$ cat config.mk
export PLATFORM = sky130hd
export DESIGN_NAME = tspattern_gen_flat
export DESIGN_NICKNAME = d
export VERILOG_FILES = /design/src/rtl/tspattern_gen_if.sv /design/src/rtl/tspattern_gen.sv /design/src/flat_wrapper.sv
export SDC_FILE = /design/constraint.sdc
export NUM_CORES = 1
export LEC_CHECK = 0
export CAP_MARGIN = 20
export CORE_MARGIN = 8
export CORE_UTILIZATION = 50
export DETAILED_ROUTE_END_ITERATION = 10
export MAX_ROUTING_LAYER = met4
export PLACE_DENSITY = 0.77
export SYNTH_ARGS = -nofsm -noshare
export SYNTH_HDL_FRONTEND = slang
export SYNTH_SLANG_ARGS = --single-unit
$ cat constraint.sdc
create_clock -name iclk -period 3.3 [get_ports iclk]
set_input_delay 0.66 -clock iclk [delete_from_list [all_inputs] [get_ports iclk]]
set_output_delay 0.66 -clock iclk [all_outputs]
set_load 0.05 [all_outputs]
$ cat src/rtl/tspattern_gen_if.sv
// tspattern_gen_if: byte-stream handshake between the TS pattern
// source (master) and a tx sink (slave).
interface tspattern_gen_if;
  logic [7:0] odat;
  logic       osop;
  logic       oeop;
  logic       oval;
  logic       irdy;

  modport master (
    output odat, osop, oeop, oval,
    input  irdy
  );

  modport slave (
    input  odat, osop, oeop, oval,
    output irdy
  );
endinterface

$ cat src/rtl/tspattern_gen.sv
// tspattern_gen: MPEG-TS test packet source, 188/204-byte packets with
// header, counter/PRBS/null/fixed payload and a programmable gap.
module tspattern_gen #(
  parameter int          PKT_LEN   = 188,
  parameter logic [14:0] PRBS_SEED = 15'h4A80,
  parameter int          GAP_W     = 8
) (
  input  logic             iclk,
  input  logic             irst,
  input  logic             ien,
  input  logic [1:0]       imode,
  input  logic [12:0]      ipid,
  input  logic [7:0]       ibyte,
  input  logic [GAP_W-1:0] igap,
  tspattern_gen_if.master  tx,
  output logic [31:0]      opkt_cnt
);
  localparam logic [7:0] LAST = 8'(PKT_LEN - 1);

  typedef enum logic [1:0] {IDLE, HDR, PAY, GAP} state_e;

  state_e           state_q, state_d;
  logic [7:0]       idx_q, idx_d;
  logic [7:0]       dat_q, dat_d;
  logic             sop_q, sop_d;
  logic             eop_q, eop_d;
  logic             val_q, val_d;
  logic [1:0]       mode_q, mode_d;
  logic [12:0]      pid_q, pid_d;
  logic [7:0]       byte_q, byte_d;
  logic [3:0]       cc_q, cc_d;
  logic [14:0]      prbs_q, prbs_d;
  logic [GAP_W-1:0] gap_q, gap_d;
  logic [31:0]      cnt_q, cnt_d;

  logic [7:0]  nidx, nb, pbyte;
  logic [14:0] pnext;
  logic        is_null, nb_prbs, start;

  assign tx.odat  = dat_q;
  assign tx.osop  = sop_q;
  assign tx.oeop  = eop_q;
  assign tx.oval  = val_q;
  assign opkt_cnt = cnt_q;

  // eight PRBS15 steps per payload byte, first bit lands in the MSB
  always_comb begin
    pnext = prbs_q;
    pbyte = 8'h00;
    for (int k = 0; k < 8; k++) begin
      pbyte = {pbyte[6:0], pnext[14] ^ pnext[13]};
      pnext = {pnext[13:0], pnext[14] ^ pnext[13]};
    end
  end

  always_comb begin
    nidx    = idx_q + 8'd1;
    is_null = (mode_q == 2'd2);
    nb      = 8'h00;
    nb_prbs = 1'b0;
    unique case (1'b1)
      nidx == 8'd1:   nb = is_null ? 8'h1F : {3'b010, pid_q[12:8]};
      nidx == 8'd2:   nb = is_null ? 8'hFF : pid_q[7:0];
      nidx == 8'd3:   nb = {4'h1, is_null ? 4'h0 : cc_q};
      nidx >= 8'd188: nb = 8'h00;
      default: begin
        unique case (mode_q)
          2'd0: nb = nidx - 8'd4;
          2'd1: begin
            nb      = pbyte;
            nb_prbs = 1'b1;
          end
          2'd2:    nb = 8'hFF;
          default: nb = byte_q;
        endcase
      end
    endcase
  end

  always_comb begin
    state_d = state_q;
    idx_d   = idx_q;
    dat_d   = dat_q;
    sop_d   = sop_q;
    eop_d   = eop_q;
    val_d   = val_q;
    mode_d  = mode_q;
    pid_d   = pid_q;
    byte_d  = byte_q;
    cc_d    = cc_q;
    prbs_d  = prbs_q;
    gap_d   = gap_q;
    cnt_d   = cnt_q;
    start   = 1'b0;
    unique case (state_q)
      IDLE: start = ien;
      HDR, PAY: begin
        if (val_q && tx.irdy) begin
          if (eop_q) begin
            cnt_d = cnt_q + 32'd1;
            if (!is_null) cc_d = cc_q + 4'd1;
            val_d = 1'b0;
            sop_d = 1'b0;
            eop_d = 1'b0;
            dat_d = 8'h00;
            if (igap != '0) begin
              state_d = GAP;
              gap_d   = igap;
            end else if (ien) begin
              start = 1'b1;
            end else begin
              state_d = IDLE;
            end
          end else begin
            idx_d   = nidx;
            dat_d   = nb;
            sop_d   = 1'b0;
            eop_d   = (nidx == LAST);
            state_d = (nidx >= 8'd4) ? PAY : HDR;
            if (nb_prbs) prbs_d = pnext;
          end
        end
      end
      default: begin
        gap_d = gap_q - GAP_W'(1);
        if (gap_q <= GAP_W'(1)) begin
          if (ien) start = 1'b1;
          else state_d = IDLE;
        end
      end
    endcase
    // config is only sampled at a packet start
    if (start) begin
      state_d = HDR;
      idx_d   = 8'd0;
      dat_d   = 8'h47;
      sop_d   = 1'b1;
      eop_d   = 1'b0;
      val_d   = 1'b1;
      mode_d  = imode;
      pid_d   = ipid;
      byte_d  = ibyte;
    end
  end

  always_ff @(posedge iclk) begin
    if (!irst) begin
      state_q <= IDLE;
      idx_q   <= 8'd0;
      dat_q   <= 8'h00;
      sop_q   <= 1'b0;
      eop_q   <= 1'b0;
      val_q   <= 1'b0;
      mode_q  <= 2'd0;
      pid_q   <= 13'd0;
      byte_q  <= 8'h00;
      cc_q    <= 4'd0;
      prbs_q  <= PRBS_SEED;
      gap_q   <= '0;
      cnt_q   <= 32'd0;
    end else begin
      state_q <= state_d;
      idx_q   <= idx_d;
      dat_q   <= dat_d;
      sop_q   <= sop_d;
      eop_q   <= eop_d;
      val_q   <= val_d;
      mode_q  <= mode_d;
      pid_q   <= pid_d;
      byte_q  <= byte_d;
      cc_q    <= cc_d;
      prbs_q  <= prbs_d;
      gap_q   <= gap_d;
      cnt_q   <= cnt_d;
    end
  end
endmodule
$ cat src/flat_wrapper.sv
// flat-port wrapper written by rule: the top's interface ports become plain ports
module tspattern_gen_flat 
#(
  parameter int          PKT_LEN   = 188,
  parameter logic [14:0] PRBS_SEED = 15'h4A80,
  parameter int          GAP_W     = 8
)
  (iclk, irst, ien, imode, ipid, ibyte, igap, opkt_cnt, tx_odat, tx_osop, tx_oeop, tx_oval, tx_irdy);
  tspattern_gen_if tx_i ();
  input  logic iclk;
  input  logic irst;
  input  logic ien;
  input  logic [1:0] imode;
  input  logic [12:0] ipid;
  input  logic [7:0] ibyte;
  input  logic [GAP_W-1:0] igap;
  output logic [31:0] opkt_cnt;
  output wire logic [$bits(tx_i.odat)-1:0] tx_odat;
  output wire logic [$bits(tx_i.osop)-1:0] tx_osop;
  output wire logic [$bits(tx_i.oeop)-1:0] tx_oeop;
  output wire logic [$bits(tx_i.oval)-1:0] tx_oval;
  input wire logic [$bits(tx_i.irdy)-1:0] tx_irdy;
  assign tx_odat = tx_i.odat;
  assign tx_osop = tx_i.osop;
  assign tx_oeop = tx_i.oeop;
  assign tx_oval = tx_i.oval;
  assign tx_i.irdy = tx_irdy;
  tspattern_gen #(.PKT_LEN(PKT_LEN), .PRBS_SEED(PRBS_SEED), .GAP_W(GAP_W)) u_core (.iclk(iclk), .irst(irst), .ien(ien), .imode(imode), .ipid(ipid), .ibyte(ibyte), .igap(igap), .tx(tx_i), .opkt_cnt(opkt_cnt));
endmodule
==> results.md <==
- Worst-margin pin slew: 0.655 ns
- Vias in the first global route: 4808
- First-pass iteration count of the detailed router: 6
- GPL Wtd Cong: 0.954
- Worst path bufs/invs: 1
- Worst path top cell family by delay: compound AO/OA/AOI/OAI gates
- Die Y: 120 um
- Syn Nets: 723
- Syn_area_per_cell: 7.98 um2
- Yosys top cell by area: dfxtp_1
- Reg area: 2060 um2
- Max clock buf depth: 2
- Drc violations: 0
- CP max FO: 13
- CTS sink count: 103
- Synth Instances: 673
- Yosys top cell area share: 38.4%
- Final Net Count: 788
- H-tree levels: 3
- Max-Cap Viols: 0
- Post-route ant nets: 0
- Root Driver: clkbuf_8
- Reg2reg start: u_core.idx_q[2]
- Core area: 10700 um2
- Worst EP required: 3.61 ns
- Post-CTS Resized: 0
- Total negative slack: 0 ns
- Kind of critical path: reg -> reg
- Placed cell count: 867
- Seq/Total Area, Yosys: 38.4%
- Max-slew violations: 0
- Initial core utilization: 50.4%
- Area growth, synth to finish: 20.9%
- Largest net degree at the start of global routing: 29
- Gr usage total: 20.1%
- Initial DRC count: 630
- Final Non-Filler Cells: 883
- Postcts setup bufs: 0
- N_diodes: 0
- Die Area: 14300 um2
- Number of synthesized flops with an enable pin: 0
- Ranking of synthesized cells by area: dfxtp_1, nand2_1, a21oi_1, xor2_1, nor2_1
- Post-Route Skew: 0.0152 ns
- WHS Endpoint: u_core.byte_q[5]
- Maximum vdd drop: 184 uV
- Post-CTS Hold Fix Bufs: 0
- Dpl hpwl: 10200 um
- Initial antenna violation count: 0
- Cell count of the worst hold path: 2
- Area of the mapped netlist: 5370 um2
- First-pass GRT wire length: 23300 um
- Hold Fails Final Rpt: 0
- CP Capture Type: flop
- Worst path max stage delay: 0.61 ns
- DR WL/cell: 15.7 um
- Final setup viols: 0
- RSZ-0062 raised after global routing: no
- Yosys warns: 0
- # rows: 38
- Status: complete, no violations
- Port buffer count: 77
- GRT overflow: 0
- I/O pins: 78
- FILL cells: 989
- Hold path start: u_core.byte_q[5]
- Synth Register Bits: 103
- Ys flop type: dfxtp_1
- CTS tree: yes
- Worst hold path type: reg -> reg
- Critical path arrival: 3.11 ns
- Rel. slew slack: 56.3%
- Total number of vias: 5003
- Pwr per Cell Area: 392 nW/um2
- R2R Setup Slk: 0.49 ns
- Worst Setup Start Kind: flop
- Critical-path top delay cell: dfxtp_1
- Final Critical Period: 2.81 ns
- Reg-to-reg endpoint: u_core.prbs_q[1]
- Lkg Pwr: 2.33 nW
- CTS buffer count: 9
- Clock insertion delay at the later pin of the skew report: 0.39 ns
- Yosys cell types: 62
- Share of synthesized registers carrying an async set or reset: 0%
- Layout cells sized above 1: 6.33%
- CTS clk-pin slew, worst paths: 0.11 ns
- Max Clk Rate: 356 MHz
- FF-to-FF path depth: 9
- Via density per instance: 5.67
- Routed wire length: 13900 um
- Die W: 120 um
- Multi-input logic area: 3030 um2
- Period utilisation layout: 85.0%
- CP Cell Sequence: nand2_1, xor2_1, ha_1, nor4b_1, a22oi_2, o2111ai_1, nor2_2, buf_4, a211oi_1
-- through the flow --
stage                     total power, mW  worst slack (ns)  utilization, %  hold WS, ns  cell area (um2)
after floorplan                      1.58             0.536               -        0.431             5370
after global placement               1.68             0.521            58.8        0.444             6270
after detailed placement             1.69             0.486            58.8        0.448             6270
after CTS                            2.55             0.504            60.9        0.463             6490
after global routing                 2.65             0.250            60.9        0.478             6490
final                                2.54             0.493            60.9        0.465             6490
-- flip-flops by register name, summed over array words and instances (netlist names) --
name / count
u_core.gap_q: 8
u_core.tx.oeop: 1
u_core.tx.odat: 8
u_core.idx_q: 8
u_core.mode_q: 2
u_core.cc_q: 4
u_core.byte_q: 8
u_core.state_q: 2
u_core.tx.oval: 1
u_core.opkt_cnt: 32
u_core.tx.osop: 1
u_core.pid_q: 13
u_core.prbs_q: 15
-- cells in the mapped netlist, types with 11 or more instances --
cell type	instances
o21ai_0	30
nand4_1	11
xnor2_1	22
a21oi_1	59
clkbuf_1	30
nand3_1	29
inv_1	16
nand2_1	107
xor2_1	33
dfxtp_1	103
ha_1	15
nor3_1	23
mux2i_1	14
nor2_1	63
-- logic make-up (layout without fill, tap and decap cells) --
group / count (synthesis) / count (layout) / share of synthesized area [%]
xor+xnor: 55 / 55 / 8.97
simple gates: 281 / 281 / 24.4
compound gates: 144 / 144 / 17.1
fa+ha+maj: 15 / 15 / 3.50
mux: 14 / 14 / 2.61
flops: 103 / 103 / 38.4
buf+inv: 61 / 131 / 5.08
-- final cells by class --
type                    instances  share of cell area, %
flip-flops and latches        103                   31.8
inverters                      16                  0.926
well taps                     140                   2.70
clock buffers                   9                   1.91
repair buffers                 99                   14.4
multi-input cells             509                   46.8
clock inverters                 7                   1.50
-- power breakdown --
group	total, mW	switching, mW	internal [mW]
registers	1.32	0.0362	1.28
logic	0.345	0.202	0.143
clock network	0.882	0.505	0.377
total	2.54	0.743	1.80
-- worst max path at each step --
stage / start / endpoint / slack, ns / cells past startpoint
after global placement: igap[5] / u_core.tx.odat[0] / 0.52 / 8
final: u_core.idx_q[2] / u_core.prbs_q[1] / 0.49 / 9
after floorplan: u_core.idx_q[0] / u_core.tx.odat[3] / 0.54 / 11
after detailed placement: igap[5] / u_core.tx.odat[0] / 0.49 / 8
after CTS: u_core.idx_q[0] / u_core.prbs_q[1] / 0.50 / 10
after global routing: u_core.idx_q[2] / u_core.prbs_q[1] / 0.25 / 9
-- worst register-to-register path: cells and delay by family (launching register included) --
family	cells	cell delay, ns
xor gates and xnor gates	1	0.32
and+or+nand+nor	3	0.55
buffers and inverters	1	0.20
adders and majority gates	1	0.23
DFF	1	0.61
AOI/OAI and AO/OA	3	0.83
-- routing by layer --
layer	track usage, %	wire length, um	up-vias
met2	30.8	6210	191
li1	-	-	2473
met3	3.38	907	24
met1	25.4	6400	2315
met5	-	0	-
met4	9.21	359	0
-- cells in the final DEF (no fill, tap or decap), drive strengths merged, types with 14 or more instances in the layout --
cell | Yosys | final
nand2 | 107 | 107
dfxtp | 103 | 103
clkdlybuf4s50 | 0 | 77
nor2 | 64 | 64
a21oi | 60 | 60
xor2 | 33 | 33
o21ai | 30 | 30
nand3 | 29 | 29
nor3 | 23 | 23
xnor2 | 22 | 22
buf | 15 | 22
inv | 16 | 20
ha | 15 | 15
mux2i | 14 | 14
No activity file was read; power rests on OpenSTA's default activity.
